===== src/rtl/fir_pkg.sv =====
// fir_pkg: opcodes, controller states and fixed register indices for the FIR sequencer
package fir_pkg;
  typedef enum logic [2:0] {OP_NOP, OP_COPY, OP_LOAD1, OP_LOAD2, OP_ADD, OP_SUB, OP_MUL} op_t;
  typedef enum logic [2:0] {S_IDLE, S_LOADC, S_SHIFT, S_STORE, S_ZERO, S_MUL, S_ACC, S_EIDLE} state_t;
  localparam logic [3:0] RESULT_REG = 4'd0;
  localparam logic [3:0] SAMPLE_REG = 4'd1;
  localparam logic [3:0] TEMP_REG = 4'd15;
endpackage


===== src/rtl/fir_ctrl_counter.sv =====
// fir_ctrl_counter: loadable up/down tap counter with terminal-value flag
module fir_ctrl_counter #(
  parameter logic UP = 1'b1,
  parameter logic [2:0] TERM = 3'd0
) (
  input  logic clk,
  input  logic rst,
  input  logic load,
  input  logic en,
  input  logic [2:0] init,
  output logic [2:0] cnt,
  output logic term
);
  always_ff @(posedge clk) begin
    if (rst) cnt <= '0;
    else if (load) cnt <= init;
    else if (en) cnt <= UP ? cnt + 3'd1 : cnt - 3'd1;
  end
  assign term = cnt == TERM;
endmodule


===== src/rtl/fir_controller.sv =====
// fir_controller: Moore sequencer issuing FIR micro-ops to the register-file/ALU datapath.
// OVERFLOW_ABORT_EN: abort to EIDLE with sticky err on datapath overflow during MUL/ACC.
module fir_controller
  import fir_pkg::*;
#(
  parameter int NUM_TAPS = 4
) (
  input  logic clk,
  input  logic n_reset,
  input  logic dr,
  input  logic lc,
  input  logic overflow,
  output logic [2:0] op,
  output logic [3:0] src1,
  output logic [3:0] src2,
  output logic [3:0] dest,
  output logic modwait,
  output logic cnt_up,
  output logic err
);
  localparam logic [2:0] LAST = 3'(NUM_TAPS - 1);
  localparam logic [3:0] COEF0 = 4'(NUM_TAPS + 1);
  state_t state, next;
  op_t o;
  logic [2:0] i, k, cidx;
  logic i_term, k_term, accept, abort;
  assign accept = (state == S_IDLE || state == S_EIDLE) && dr;
  fir_ctrl_counter #(.UP(1'b0), .TERM(3'd1)) u_i (
    .clk(clk), .rst(n_reset), .load(accept), .en(state == S_SHIFT),
    .init(LAST), .cnt(i), .term(i_term)
  );
  fir_ctrl_counter #(.UP(1'b1), .TERM(LAST)) u_k (
    .clk(clk), .rst(n_reset), .load(state == S_ZERO), .en(state == S_ACC),
    .init(3'd0), .cnt(k), .term(k_term)
  );
`ifdef OVERFLOW_ABORT_EN
  logic err_r;
  assign abort = overflow && (state == S_MUL || state == S_ACC);
  always_ff @(posedge clk) begin
    if (n_reset) err_r <= 1'b0;
    else if (abort) err_r <= 1'b1;
    else if (accept) err_r <= 1'b0;
  end
  assign err = err_r;
`else
  logic unused_overflow;
  assign unused_overflow = overflow;
  assign abort = 1'b0;
  assign err = 1'b0;
`endif
  always_ff @(posedge clk) begin
    if (n_reset) begin
      state <= S_IDLE;
      cidx <= '0;
    end else begin
      state <= next;
      if (state == S_LOADC) cidx <= cidx == LAST ? 3'd0 : cidx + 3'd1;
    end
  end
  always_comb begin
    next = state;
    case (state)
      S_IDLE, S_EIDLE: next = dr ? (NUM_TAPS == 1 ? S_STORE : S_SHIFT) : lc ? S_LOADC : state;
      S_LOADC: next = S_IDLE;
      S_SHIFT: next = i_term ? S_STORE : S_SHIFT;
      S_STORE: next = S_ZERO;
      S_ZERO: next = S_MUL;
      S_MUL: next = abort ? S_EIDLE : S_ACC;
      S_ACC: next = abort ? S_EIDLE : k_term ? S_IDLE : S_MUL;
      default: next = S_IDLE;
    endcase
  end
  always_comb begin
    o = OP_NOP;
    src1 = '0;
    src2 = '0;
    dest = '0;
    cnt_up = 1'b0;
    case (state)
      S_LOADC: begin o = OP_LOAD2; dest = COEF0 + {1'b0, cidx}; end
      S_SHIFT: begin o = OP_COPY; src1 = {1'b0, i}; dest = {1'b0, i} + 4'd1; end
      S_STORE: begin o = OP_LOAD1; dest = SAMPLE_REG; cnt_up = 1'b1; end
      S_ZERO: begin o = OP_SUB; dest = RESULT_REG; end
      S_MUL: begin o = OP_MUL; src1 = {1'b0, k} + 4'd1; src2 = COEF0 + {1'b0, k}; dest = TEMP_REG; end
      S_ACC: begin o = k[0] ? OP_SUB : OP_ADD; src1 = RESULT_REG; src2 = TEMP_REG; dest = RESULT_REG; end
      default: ;
    endcase
  end
  assign op = o;
  assign modwait = state inside {S_SHIFT, S_STORE, S_ZERO, S_MUL, S_ACC};
endmodule


===== config.mk =====
export PLATFORM = sky130hd
export DESIGN_NAME = fir_controller
export DESIGN_NICKNAME = d
export VERILOG_FILES = /design/src/rtl/fir_pkg.sv /design/src/rtl/fir_ctrl_counter.sv /design/src/rtl/fir_controller.sv
export SDC_FILE = /design/constraint.sdc
export NUM_CORES = 1
export LEC_CHECK = 0
export CAP_MARGIN = 20
export CORE_MARGIN = 2
export CORE_UTILIZATION = 52
export DETAILED_ROUTE_END_ITERATION = 6
export HOLD_SLACK_MARGIN = 0.06
export PLACE_DENSITY = 0.83
export SLEW_MARGIN = 20
export SYNTH_ARGS = -nofsm -noshare
export SYNTH_HDL_FRONTEND = slang
export SYNTH_SLANG_ARGS = --single-unit

===== constraint.sdc =====
create_clock -name clk -period 4.3 [get_ports clk]
set_input_delay 0.43 -clock clk [delete_from_list [all_inputs] [get_ports clk]]
set_output_delay 0.43 -clock clk [all_outputs]
set_load 0.1 [all_outputs]

==> impl_metrics.toml <==
[outcome]
status = "finished clean"

[timing]
finClkSkew_ns = 0.002411
slew_headroom_pct = 34.93
hold_viol = 0
grt_setup_unrepaired = "false"
period_share_pct = 78.16
tightestPinTransition_ns = 0.9730
min_period_ns = 3.361
worst_slack_ns = 0.9390
setup_viol = 0
finalSetupTns_ns = 0
max_freq_mhz = 297.5
drv_slew = 0

[logic_synthesis]
synth_seq_cells = 12
yosysUniqueCellTypes = 41
synth_top_family_by_area = "simple AND/OR/NAND/NOR gates"
synth_top_flop_cell = "dfxtp_1"
synth_compound_area_share_pct = 23.87
synth-adder-area-share_pct = 10.38
syn_area_um2 = 964.7
seq_area_frac_synth_pct = 24.90
synth_simple_gate_area_share_pct = 30.35
syn_area_per_cell_um2 = 7.596
synth-edff-count = 0
syn_nets = 140
yosys.area.top_type = "dfxtp_1"
synth_cells = 127
synth_xor_area_share_pct = 1.816
async_reset_ff_share_pct = 0
synth_top_area_share_pct = 24.90
ys_top_cells_by_area = "dfxtp_1 25%, ha_1 10%, a21oi_1 5.2%"
synthMuxAreaShare_pct = 0
ys_warn_count = 0

[hold_path]
min_path_type = "reg2reg"
whs_path_depth = 2
min_from = "u_k.cnt[2]$_SDFFE_PP0N_"
holdPathEnd = "u_k.cnt[2]$_SDFFE_PP0N_"

[setup_path]
r2r-start = "state[2]$_SDFFE_PP0P_"
worstSetupPathType = "reg2out"
crit_required_ns = 3.87
rrSetupSlack_ns = 2.61
crit_path_end_kind = "primary output"
r2r-end = "state[2]$_SDFFE_PP0P_"
arrival_ns = 2.93
critPathLaunchType = "flip-flop"
path_max_fanout = 37
r2r_cells = 3

[routing]
dr.first_iter.drc_count = 14
drc = 0
first_pass_iters = 4
post_drt_wl_per_cell_um = 12.58
drt_wl_total_mm = 2.075
vias = 903
antenna_left = 0
vias_per_cell = 5.473

[die]
die_w_um = 47.07
die-area_mm2 = 0.002216
die_y_um = 47.07
io_pins = 23
core_area_mm2 = 0.001727
start_util_pct = 55.87
std_cell_rows = 15

[power_and_ir_drop]
p_per_area_mw_per_mm2 = 329.3
comb_power_share_pct = 46.0
switching_share_pct = 47.64
seqPwrFrac_pct = 36.2
ir_worst_vdd_v = 0.0002758
p_clk_share_pct = 17.8
leakage_nw = 0.4194
p_int_uw = 200.2
switchingPower_uw = 182.2

[placed_design]
dp_slack_ns = 1.294
port_buffers = 20
routabilityCongestion = 0.7691
dpl.hpwl_mm = 1.450

[global_route]
grt_overflow = 0
antenna_found_initial = 0
grt_use_total_pct = 21.88
grt_pass1_wl_mm = 3.422
grt_pass1_vias = 765
grt_max_degree = 38

[final_layout]
seq_area_um2 = 240.2
multiInputGateArea_um2 = 644.4
areaGrowthSynthToFinish_pct = 20.36
drive_above_1_share_pct = 2.857
n_antenna_cell = 0
nets = 155
fill_cells = 166

[clock_tree]
clk-insertion-delay-late_ns = 0.27
cts.repair.resized = 0
clock_sinks = 12
htree_levels = 1
cts_buffers = 3
cts_tree = "yes"
hold_buffers = 0
clk_path_buf_depth = 2
path_clk_slew_ns = 0.07
postCtsSetupRepairBufs = 0
root_buffer = "clkbuf_4"

[job]
max_cap_viol_count = 0
-- area by class of cell --
cell class                      instances  share of cell area [%]
Sequential cell                        12                   20.69
Inverter                                6                   1.940
Clock buffer                            3                   1.940
Multi-Input combinational cell         99                   55.50
Timing Repair Buffer                   20                   17.24
Tap cell                               25                   2.694
-- state kept, by name, indices dropped and copies added (netlist names) --
| register | count |
|---|---|
| cidx | 3 |
| state | 3 |
| u_i.cnt | 3 |
| u_k.cnt | 3 |
-- routing by layer --
metal / share of wire [%] / wire (um) / track usage (%)
met3: 3.9 / 80 / 3.462
met4: 1.7 / 36 / 8.333
met5: 0 / 0 / 0
met1: 49 / 1024 / 29.07
met2: 45 / 933 / 35.62
-- power by group through the flow --
stage / clock network, mW / logic [mW] / registers, mW
detailed placement: 0 / 0.175 / 0.140
global route: 0.0736 / 0.185 / 0.141
global placement: 0 / 0.174 / 0.140
floorplan: 0 / 0.155 / 0.128
finish: 0.0682 / 0.176 / 0.138
CTS: 0.0685 / 0.177 / 0.138
-- cells by family after synthesis --
| kind of cell | Yosys count |
|---|---|
| AOI/OAI and AO/OA | 39 |
| buffers and inverters | 16 |
| other | 1 |
| and+or+nand+nor | 49 |
| xor gates and xnor gates | 2 |
| DFF | 12 |
| adders and majority gates | 8 |
-- cells in the final DEF, fill, tap and decap left out, types with 4 or more instances in the layout --
cell,synthesis,final
nand2_1,11,11
nor2_1,7,7
o21ai_0,8,8
a21oi_1,10,10
inv_1,6,6
clkdlybuf4s50_1,0,20
ha_1,8,8
and2_1,4,4
dfxtp_1,12,12
o21ai_1,7,7
-- through the flow --
| stage | utilization (%) | instance area [um2] | hold WS [ns] | total power, mW | cells |
|---|---|---|---|---|---|
| after detailed placement | 65.94 | 1139 | 0.4867 | 0.3156 | 162 |
| after floorplan | - | 964.7 | 0.4578 | 0.2831 | 127 |
| after global routing | 67.25 | 1161 | 0.5249 | 0.3995 | 165 |
| final | 67.25 | 1161 | 0.4981 | 0.3824 | 165 |
| after CTS | 67.25 | 1161 | 0.4961 | 0.3832 | 165 |
| after global placement | 65.94 | 1139 | 0.4693 | 0.3136 | 162 |
-- Yosys cell counts, drive strengths merged, types with 3 or more instances --
cell    number
dfxtp       12
ha           8
nor2         7
buf          8
and3         3
and2         4
inv          6
nand2b       3
a211oi       3
nor2b        3
a21oi       10
nand2       11
o21ai       15
nand3        3
-- critical path: stages, from the launching register on --
cell and delay [ns]:
dfxtp_1 0.96, nor2_1 0.17, a211oi_1 0.33, clkdlybuf4s50_1 1.19
-- worst max-delay path by stage --
stage	startpoint	to	slack [ns]	depth (start not counted)
2_1_floorplan	state[0]$_SDFFE_PP0P_	op[0]	0.80	4
3_3_place_gp	state[1]$_SDFFE_PP0P_	src1[0]	1.32	4
3_5_place_dp	state[1]$_SDFFE_PP0P_	src1[2]	1.29	4
4_1_cts	state[2]$_SDFFE_PP0P_	dest[0]	0.96	3
5_1_grt	state[2]$_SDFFE_PP0P_	dest[0]	0.76	3
6_report	state[2]$_SDFFE_PP0P_	dest[0]	0.94	3
Power figures use the tool's default switching activity.
